$ cat src/rtl/fejkon_pcie_tx_gearbox.sv
// fejkon_pcie_tx_gearbox
// Serialises wide channelised Avalon-ST beats into narrow words for the
// Fibre Channel transmit path. Trailing empty bytes of the EOP beat are
// dropped at word granularity; the residue within the final word is reported
// on out_empty. Keeps a packet counter and a sticky framing-error flag.
// Assumes IN_WIDTH/OUT_WIDTH and OUT_WIDTH/8 are powers of two, with at
// least two words per beat.

module fejkon_pcie_tx_gearbox #(
  parameter int IN_WIDTH      = 256,
  parameter int OUT_WIDTH     = 32,
  parameter int CHANNEL_WIDTH = 2
) (
  input  logic                             clk,
  input  logic                             reset,
  input  logic [IN_WIDTH-1:0]              data_tx_data,
  input  logic                             data_tx_valid,
  output logic                             data_tx_ready,
  input  logic [CHANNEL_WIDTH-1:0]         data_tx_channel,
  input  logic                             data_tx_startofpacket,
  input  logic                             data_tx_endofpacket,
  input  logic [$clog2(IN_WIDTH/8)-1:0]    data_tx_empty,
  output logic [OUT_WIDTH-1:0]             out_data,
  output logic                             out_valid,
  input  logic                             out_ready,
  output logic [CHANNEL_WIDTH-1:0]         out_channel,
  output logic                             out_startofpacket,
  output logic                             out_endofpacket,
  output logic [$clog2(OUT_WIDTH/8)-1:0]   out_empty,
  output logic [31:0]                      pkt_count,
  output logic                             proto_err
);

  localparam int WORDS       = IN_WIDTH / OUT_WIDTH;
  localparam int IN_BYTES    = IN_WIDTH / 8;
  localparam int IDX_W       = $clog2(WORDS);
  localparam int EMPTY_W     = $clog2(IN_BYTES);
  localparam int OUT_EMPTY_W = $clog2(OUT_WIDTH / 8);

  typedef enum logic {IDLE, SHIFT} state_t;

  state_t                              state_q, state_d;
  logic [WORDS-1:0][OUT_WIDTH-1:0]     hold_q;
  logic [IDX_W-1:0]                    idx_q, last_idx_q;
  logic                                beat_sop_q, beat_eop_q;
  logic [OUT_EMPTY_W-1:0]              beat_empty_q;
  logic [CHANNEL_WIDTH-1:0]            channel_q;
  logic                                in_pkt_q;

  logic                                out_fire;
  logic                                last_word;
  logic                                word_done;
  logic                                accept;
  logic                                beat_err;
  logic [EMPTY_W-1:0]                  valid_bytes_m1;
  logic [IDX_W-1:0]                    last_idx_in;
  logic [IDX_W-1:0]                    word_sel;

  assign out_fire  = out_valid && out_ready;
  assign last_word = (idx_q == last_idx_q);
  assign word_done = out_fire && last_word;

  // A new beat is taken when nothing is held, or in the same cycle the final
  // word of the held beat leaves, so consecutive beats stream without a bubble.
  assign data_tx_ready = !reset && ((state_q == IDLE) || word_done);
  assign accept        = data_tx_valid && data_tx_ready;

  // Index of the last word carrying data: (valid bytes - 1) / bytes per word.
  assign valid_bytes_m1 = EMPTY_W'(IN_BYTES - 1) - data_tx_empty;
  assign last_idx_in    = data_tx_endofpacket ? valid_bytes_m1[EMPTY_W-1:OUT_EMPTY_W]
                                              : IDX_W'(WORDS - 1);

  // First symbol sits in the top bits, so word 0 is the highest array entry.
  assign word_sel = IDX_W'(WORDS - 1) - idx_q;

  assign beat_err = data_tx_startofpacket
                  ? in_pkt_q
                  : (!in_pkt_q || (data_tx_channel != channel_q));

  assign out_channel = channel_q;

  // State register.
  always_ff @(posedge clk or posedge reset) begin
    // NOTE: sequential state always uses non-blocking assignments so every
    // register samples pre-edge values regardless of block ordering.
    if (reset) state_q <= IDLE;
    else       state_q <= state_d;
  end

  // Next state: hold a beat from accept until its last word handshakes.
  always_comb begin
    // NOTE: defaulting every comb output first means no path leaves it
    // unassigned, so no latch can be inferred.
    state_d = state_q;
    unique case (state_q)
      IDLE:    if (accept) state_d = SHIFT;
      SHIFT:   if (word_done && !accept) state_d = IDLE;
      default: state_d = IDLE;
    endcase
  end

  // Output decode from the held beat and current word index.
  always_comb begin
    out_valid         = 1'b0;
    out_data          = '0;
    out_startofpacket = 1'b0;
    out_endofpacket   = 1'b0;
    out_empty         = '0;
    if (state_q == SHIFT) begin
      out_valid         = 1'b1;
      out_data          = hold_q[word_sel];
      out_startofpacket = beat_sop_q && (idx_q == '0);
      out_endofpacket   = beat_eop_q && last_word;
      out_empty         = (beat_eop_q && last_word) ? beat_empty_q : '0;
    end
  end

  // Beat payload capture.
  always_ff @(posedge clk) begin
    // NOTE: the payload register is deliberately not reset; it is only read
    // while in SHIFT, which is entered solely by loading it.
    if (accept) hold_q <= data_tx_data;
  end

  // Per-beat framing, word index and channel latch.
  always_ff @(posedge clk or posedge reset) begin
    if (reset) begin
      idx_q        <= '0;
      last_idx_q   <= '0;
      beat_sop_q   <= 1'b0;
      beat_eop_q   <= 1'b0;
      beat_empty_q <= '0;
      channel_q    <= '0;
    end else if (accept) begin
      idx_q        <= '0;
      last_idx_q   <= last_idx_in;
      beat_sop_q   <= data_tx_startofpacket;
      beat_eop_q   <= data_tx_endofpacket;
      beat_empty_q <= data_tx_empty[OUT_EMPTY_W-1:0];
      if (data_tx_startofpacket) channel_q <= data_tx_channel;
    end else if (out_fire && !last_word) begin
      idx_q <= idx_q + 1'b1;
    end
  end

  // Packet tracking, completed-packet counter and sticky error flag.
  always_ff @(posedge clk or posedge reset) begin
    if (reset) begin
      in_pkt_q  <= 1'b0;
      pkt_count <= '0;
      proto_err <= 1'b0;
    end else begin
      if (accept) begin
        if (data_tx_endofpacket)        in_pkt_q <= 1'b0;
        else if (data_tx_startofpacket) in_pkt_q <= 1'b1;
        if (beat_err) proto_err <= 1'b1;
      end
      if (word_done && beat_eop_q) pkt_count <= pkt_count + 32'd1;
    end
  end

endmodule

$ cat config.mk
export PLATFORM = sky130hd
export DESIGN_NAME = fejkon_pcie_tx_gearbox
export DESIGN_NICKNAME = d
export VERILOG_FILES = /design/src/rtl/fejkon_pcie_tx_gearbox.sv
export SDC_FILE = /design/constraint.sdc
export NUM_CORES = 1
export LEC_CHECK = 0
export ABC_AREA = 0
export BUFFER_PORTS_ARGS = -buffer_cell sky130_fd_sc_hd__clkbuf_2
export CAP_MARGIN = 25
export CORE_MARGIN = 2
export CORE_UTILIZATION = 40
export DETAILED_ROUTE_END_ITERATION = 12
export PLACE_DENSITY = 0.75
export SLEW_MARGIN = 20
export SYNTH_ARGS = -nofsm -noshare
export SYNTH_HDL_FRONTEND = slang
export SYNTH_SLANG_ARGS = --single-unit
$ cat constraint.sdc
create_clock -name clk -period 4.6 [get_ports clk]
set_input_delay 0.23 -clock clk [delete_from_list [all_inputs] [get_ports clk]]
set_output_delay 0.23 -clock clk [all_outputs]
set_load 0.02 [all_outputs]
# Yosys cells after proc, flatten, opt, wreduce, memory -nomap -nowiden
# Cells that the tools add are included.
dict set report word_totals {
  ff_bits 303
  mem_bits_ro 0
  in_bits 269
  ram_bits 0
  memories 0
  word_cells 64
  latch_bits 0
  output_inout_bits 73
}
dict set report op_classes {
  magnitude_cmp 1
  n_eq_ne 2
  shift 0
  muxes 17
  div_mod_pow 0
  bitwise 1
  reduce_logical 21
  mul 0
  addsub 4
}
# operator n
set op_table {}
lappend op_table {{$bmux 32 s3} 1}
lappend op_table {{$mux 32} 2}
lappend op_table {{$add 32x1->32 const B} 1}
lappend op_table {{$logic_and 1x1->1} 9}
lappend op_table {{$mux 3} 3}
lappend op_table {{$mux 1} 8}
lappend op_table {{$reduce_and 2->1} 3}
lappend op_table {{$sub 5x5->5 const A} 1}
lappend op_table {{$logic_not 1->1} 4}
lappend op_table {{$lt 3x4->1 const B} 1}
lappend op_table {{$mux 2} 2}
lappend op_table {{$reduce_bool 2->1} 2}
lappend op_table {{$add 3x1->3 const B} 1}
lappend op_table {{$eq 3x3->1} 1}
lappend op_table {{$logic_not 3->1} 1}
lappend op_table {{$sub 3x3->3 const A} 1}
lappend op_table {{$logic_or 1x1->1} 2}
lappend op_table {{$ne 2x2->1} 1}
lappend op_table {{$pmux 1 s2} 1}
lappend op_table {{$not 1->1} 1}

# Longest topological paths before layout
# Gate-level depths: netlist of the first run.
dict set report depth {
  depth_word 10
  mapped_depth 8
  ltp_nobuf 6
}

# Worst setup path before layout of the first run
# Ideal clock, no wire load.
dict set report synth_path {
  kind {reg2reg}
  start {register idx_q[0]}
  end {register hold_q[0] (netlist bit) (enable)}
  n_path_buf 2
  setup_time_ps 416
  setup_slack_ps 1605
  path_stages_with_launch 6
  arrival_time_ps 2579
  t_required_ps 4184
  synth_period_minus_slack_ps 2995
  path_cell_list {dfrtp_1 buf_2 xnor2_2 a41oi_2 nor3b_4 buf_6}
}
dict set report synth_via {
  elab_chain_len 5
}
# item line
set synth_lines {}
lappend synth_lines {{start: declaration} 44} ;# logic [IDX_W-1:0] idx_q, last_idx_q;
lappend synth_lines {{start signal: assignment} 142} ;# idx_q <= idx_q + 1'b1;
lappend synth_lines {{$eq 3x3->1} 60} ;# assign last_word = (idx_q == last_idx_q);
lappend synth_lines {{$logic_and 1x1->1} 61} ;# assign word_done = out_fire && last_word;
lappend synth_lines {{$logic_or 1x1->1} 65} ;# assign data_tx_ready = !reset && ((state_q == IDLE) || word_done);
lappend synth_lines {{$logic_and 1x1->1} 65}
lappend synth_lines {{$logic_and 1x1->1} 66} ;# assign accept = data_tx_valid && data_tx_ready;
lappend synth_lines {{via accept} 53} ;# logic accept;
lappend synth_lines {{end signal: assignment} 122} ;# if (accept) hold_q <= data_tx_data;
lappend synth_lines {{end: declaration} 43} ;# logic [WORDS-1:0][OUT_WIDTH-1:0] hold_q;
# The timed path passes the listed nets, and every way through them passes these cells.
# A chain may end at the register's enable or synchronous reset.

# Worst setup path after layout of the first run
dict set report layout_path {
  start {register idx_q[0]}
  end {output out_data[22]}
}
dict set report layout_via {
  elab_chain_len 4
}
# item line
set layout_lines {}
lappend layout_lines {{$sub 3x3->3} 74} ;# assign word_sel = IDX_W'(WORDS - 1) - idx_q;
lappend layout_lines {{$bmux 32 s3} 111} ;# out_data = hold_q[word_sel];
lappend layout_lines {{$mux 32 (implied by the code)} 111}
lappend layout_lines {{$mux 32} 109} ;# if (state_q == SHIFT) begin
lappend layout_lines {{end: declaration} 23} ;# output logic [OUT_WIDTH-1:0] out_data,
# Every way passes these cells. The select of a mux whose other input is x is not followed.

==> metrics.txt, run 1 <==
vias after detailed routing 8236; HPWL after detailed placement 19.4 mm; largest net degree at the start of global routing 78; Area growth syn-to-layout 49.7%; die area 31200 sq um; Seq cells post-synth 303; Rows 63; status finished, final reports clean; final count of hold timing violations 0; Worst setup EP type output port; VDD IR max 396 uV; via/cell ratio 4.98; Final Total Pwr 8.50 mW; number of DRC markers in iteration 0 458; Total GRT Usage 21.6%; vias in the first global route 9099; drt wl/cell 20.6 microns; final setup vio count 0; initial core utilization 40.4%; type of the worst setup path reg -> out; Pre-Repair DR Iteration Count 5; first-pass GRT wire length 50.8 mm; final WL 34.0 mm; clk buf depth 3; syn_nets 878; Post-Place Setup Slack 1.62 ns; clk slew on worst S/H paths 0.06 ns; largest fanout on the critical path 37; crit start category register; slew of the pin with the lowest slew margin 1.05 ns; Final Cycle Share 76.7%; Final GP Congestion 0.852; Ys Warns 0; GRT overflow 0; Routed Antenna Nets 0; post-layout instance area 17800 sq um; Worst slew margin 29.9%; nets 1510; Post-Place Cells 1327; min-delay worst type in -> reg; CTS sink count 303; clk_lat worst skew 0.55 ns; layout cells sized above 1 38.3%; htree depth 1; FF-to-FF setup slack 1.28 ns; placed cell areas 14200 sq um; clk root buf clkbuf_16; I/O Buffers 341; Pwr Density 477 nW/um^2; fmax 283 MHz; WP data arrival 3.30 ns; filler cell count 2087; mean post-synth cell area 19.7 sq um; antenna violations before repair 1; fin crit period 3.53 ns; post-synthesis sequential area ratio 74.4%; Cell Area, Synth 11900 sq um; Die Wd 177 microns; fin worst setup slack 1.07 ns; CTS Buf Count 30; Final Non-Filler Cells 1653; maxcap violations 0; area leader, netlist edfxtp_1; final slew viol count 0; Netlist cell types 45; I/O pin count 342; Leakage 7.23 nW; setup TNS 0 ns; Core Footprint 29500 sq um; post-synth top area share 64.5%; synth top area cells edfxtp_1, mux4_2, dfrtp_1; RSZ-0062 raised after global routing false; clk_skew 0.0189 ns; Mapped Cells 606; Die Y 177 microns; drc violations 0; CP required 4.37 ns; TritonCTS clock tree done
==> sequential cells by signal (all words and copies together) (netlist names) <==
signal / count
beat_sop_q: 1
last_idx_q: 3
beat_eop_q: 1
proto_err: 1
pkt_count: 32
state_q: 1
out_channel: 2
in_pkt_q: 1
hold_q: 256
idx_q: 3
beat_empty_q: 2
==> placed cells by master (no fill, tap or decap), types with 3 or more instances in the layout <==
master         synthesis  routed
dlygate4sd3_1          0     269
clkbuf_1              13       7
mux2i_1               32      32
and4_1                 4       4
nand4_1                6       6
and2_1                 3       3
a31oi_1                3       3
mux4_2                64      64
diode_2                0       3
clkinv_1               1       7
xnor2_1               19      19
clkbuf_16              0      31
edfxtp_1             256     256
clkinv_2               0       3
nand3_1               15      15
a21oi_1                3       3
inv_1                  6       5
and3_1                 8       8
ha_1                   3       3
xor2_1                17      17
nand2_1               13      13
nor2_1                46      46
nor3_1                 5       5
bufinv_16              0       3
dfrtp_1               47      45
clkbuf_2               0     341
buf_12                 0       5
mux2_2                 4       4
buf_4                  2      11
==> metal layers <==
metal  routed length [microns]  up-vias  track usage, %
met3                      2650       79            4.46
met2                     17900      447            38.9
met4                      1070        0            8.13
met1                     12400     4045            25.5
li1                          -     3665               -
met5                         0        -               0
==> timing repair <==
action | in CTS | in global routing
hold buffers | 269 | 0
hold endpoints to repair | 280 | 0
gates resized for setup | 0 | 0
buffers inserted | 0 | 0
==> final cells by class <==
type	instances	area, sq um	area share [%]
Sequential cell	303	8870	49.7
Timing Repair Buffer	626	4580	25.7
Multi-Input combinational cell	269	2890	16.2
Clock buffer	38	802	4.50
Tap cell	390	488	2.74
Clock inverter	16	158	0.884
Inverter	8	30.0	0.168
Antenna cell	3	7.51	0.0421
==> path summary, 6_finish.rpt <==
check	start	end	cells after the start
min	out_ready	idx_q[1]	4
min reg2reg	proto_err	proto_err	1
max	idx_q[0]	out_data[22]	5
max in group asynchronous	reset	pkt_count[26]	4
min in group asynchronous	reset	idx_q[2]	3
max reg2reg	idx_q[0]	last_idx_q[1]	8
==> critical path, stage by stage, from the launching register on <==
cell and delay [ns]:
dfrtp_4 0.84, buf_4 0.72, mux4_2 0.62, mux2i_1 0.20, nor2_1 0.13, clkbuf_2 0.21
==> Yosys cell counts <==
library cell,number
edfxtp_1,256
mux4_2,64
dfrtp_1,47
nor2_1,46
mux2i_1,32
xnor2_1,19
xor2_1,17
nand3_1,15
clkbuf_1,13
nand2_1,13
buf_2,9
and3_1,8
inv_1,6
nand4_1,6
nor3_1,5
and4_1,4
mux2_2,4
a21oi_1,3
a31oi_1,3
and2_1,3
ha_1,3
a31o_2,2
buf_4,2
mux2_4,2
nand2b_1,2
nor4_1,2
o21ai_0,2
a211oi_1,1
a41oi_2,1
and4b_1,1
buf_1,1
buf_6,1
clkinv_1,1
inv_2,1
nand2_4,1
nand3_4,1
nand4b_1,1
nor2b_1,1
nor3_2,1
nor3b_1,1
nor3b_4,1
nor4_2,1
or2_2,1
or3_1,1
xnor2_2,1
==> power breakdown <==
| part | leakage [nW] | switching (mW) | internal, mW |
|---|---|---|---|
| registers | 2.95 | 0.203 | 3.34 |
| clock network | 0.457 | 1.02 | 1.39 |
| logic | 3.82 | 1.35 | 1.19 |
| total | 7.23 | 2.57 | 5.92 |
==> metrics by stage <==
stage	hold WS, ns	utilization [%]
after floorplan	0.316	-
after global placement	0.277	48.1
after detailed placement	0.275	48.1
after CTS	0.122	60.5
after global routing	0.185	60.5
final	0.166	60.5
==> logic make-up (layout without fill, tap and decap cells) <==
logic type                 after synthesis  in the layout  synth area share (%)
DFF                                    303            303                  74.4
AOI/OAI and AO/OA                       12             12                 0.714
adders and majority gates                3              3                 0.315
other                                    0              3                     0
xor gates and xnor gates                37             37                  2.78
muxes                                  102            102                  15.4
and+or+nand+nor                        115            115                  5.06
buffers and inverters                   34            688                  1.29
Power figures use the tool's default switching activity.
==> inputs of run 2 (changes only) <==
clock period = 3.33 ns   (was 4.6 ns; I/O delays follow)
==> metrics.txt, run 2 (synthesized netlist as in run 1, its figures left out) <==
final slew viol count 0; setup TNS 0 ns; largest registers hold_q x256, pkt_count x32; vias after detailed routing 8317; Worst setup EP type output port; final hold slack 0.0644 ns; Total GRT Usage 22.1%; worst hold path startpoint out_ready; clk slew on worst S/H paths 0.06 ns; slew of the pin with the lowest slew margin 0.816 ns; FF-to-FF setup slack 0.67 ns; status finished, final reports clean; RSZ-0062 raised after global routing false; Hold EP idx_q[1]; HPWL after detailed placement 19.3 mm; min-delay worst type in -> reg; fin worst setup slack 0.572 ns; type of the worst setup path reg -> out; first-pass GRT wire length 51.8 mm; clk root buf clkbuf_16; Rows 63; Core Footprint 29500 sq um; clk_lat worst skew 0.56 ns; R2R depth 7; layout cells sized above 1 38.4%; Reg-to-Reg End out_channel[0]; placed cell areas 14200 sq um; post-layout instance area 17900 sq um; final WL 34.6 mm; vias in the first global route 9109; Post-CTS Resized 0; fmax 363 MHz; power share of the clock group 28.9%; Area growth syn-to-layout 50.1%; drc violations 0; NetSw 3.63 mW; Final GP Congestion 0.842; Combinational Power Share 30.8%; htree depth 1; maxcap violations 0; antenna violations before repair 1; CP required 3.16 ns; nets 1511; final count of hold timing violations 0; Die Y 177 microns; switch share 30.6%; commonest non-fill, non-tap cells in the layout clkbuf_2, dlygate4sd3_1, edfxtp_1; Worst slew margin 45.5%; clk buf depth 3; TritonCTS clock tree done; clk_skew 0.0107 ns; CTS Buf Count 31; via/cell ratio 5.03; VDD IR max 580 uV; initial core utilization 40.4%; sequential share of power 40.4%; Post-Place Setup Slack 0.891 ns; WP data arrival 2.59 ns; number of flip-flops under the largest register name 256; GRT overflow 0; crit start category register; Util after Layout 60.6%; Top reg by flops hold_q; Routed Antenna Nets 0; largest fanout on the critical path 67; Pre-Repair DR Iteration Count 5; commonest non-fill, non-tap cell in the layout clkbuf_2; largest net degree at the start of global routing 80; Final Total Pwr 11.9 mW; Power Internal 8.23 mW; die area 31200 sq um; Final Cycle Share 82.8%; postcts setup bufs 0; final setup vio count 0; Die Wd 177 microns; worst reg2reg startpoint idx_q[1]; I/O pin count 342; worst hold stages 4; number of DRC markers in iteration 0 551; I/O Buffers 341; fin crit period 2.76 ns; Leakage 7.25 nW; Pwr Density 663 nW/um^2; Post-Place Cells 1324; # hold bufs at CTS 272; CTS sink count 303; Final Non-Filler Cells 1653; drt wl/cell 20.9 microns
## run 2: worst max path at each step
stage	startpoint	to	slack (ns)
after global placement	idx_q[1]	hold_q[230]	0.92
after CTS	idx_q[0]	out_data[22]	0.52
after detailed placement	idx_q[1]	hold_q[198]	0.89
final	idx_q[0]	out_data[1]	0.57
after floorplan	idx_q[0]	hold_q[0]	0.34
after global routing	idx_q[0]	out_data[22]	0.42
## run 2: final cells by class
cell class / instances / area [sq um]
Sequential cell: 303 / 8870
Inverter: 8 / 30.0
Tap cell: 390 / 488
Antenna cell: 1 / 2.50
Multi-Input combinational cell: 269 / 2890
Fill cell: 2084 / 11600
Clock inverter: 21 / 203
Clock buffer: 35 / 791
Timing Repair Buffer: 626 / 4600
## run 2: layer usage
metal / up-vias / share of wire (%) / track usage (%)
li1: 3667 / - / -
met1: 4101 / 36 / 25.9
met2: 475 / 53 / 40.4
met3: 74 / 8.1 / 4.35
met4: 0 / 3.3 / 7.40
met5: - / 0 / 0
## run 2: power by group through the flow
| stage | Sequential, mW | Clock, mW | Combinational, mW |
|---|---|---|---|
| 4_1_cts | 4.77 | 3.45 | 3.62 |
| 5_1_grt | 4.82 | 3.61 | 3.90 |
| 3_5_place_dp | 4.85 | 0 | 3.30 |
| 2_1_floorplan | 4.84 | 0 | 2.25 |
| 6_report | 4.79 | 3.42 | 3.65 |
| 3_3_place_gp | 4.83 | 0 | 3.25 |
## run 2: critical path: stages (launching register included)
cell	delay, ns
dfrtp_4	0.44
buf_12	0.45
mux4_2	0.61
mux2i_1	0.22
nor2_1	0.08
clkbuf_2	0.18
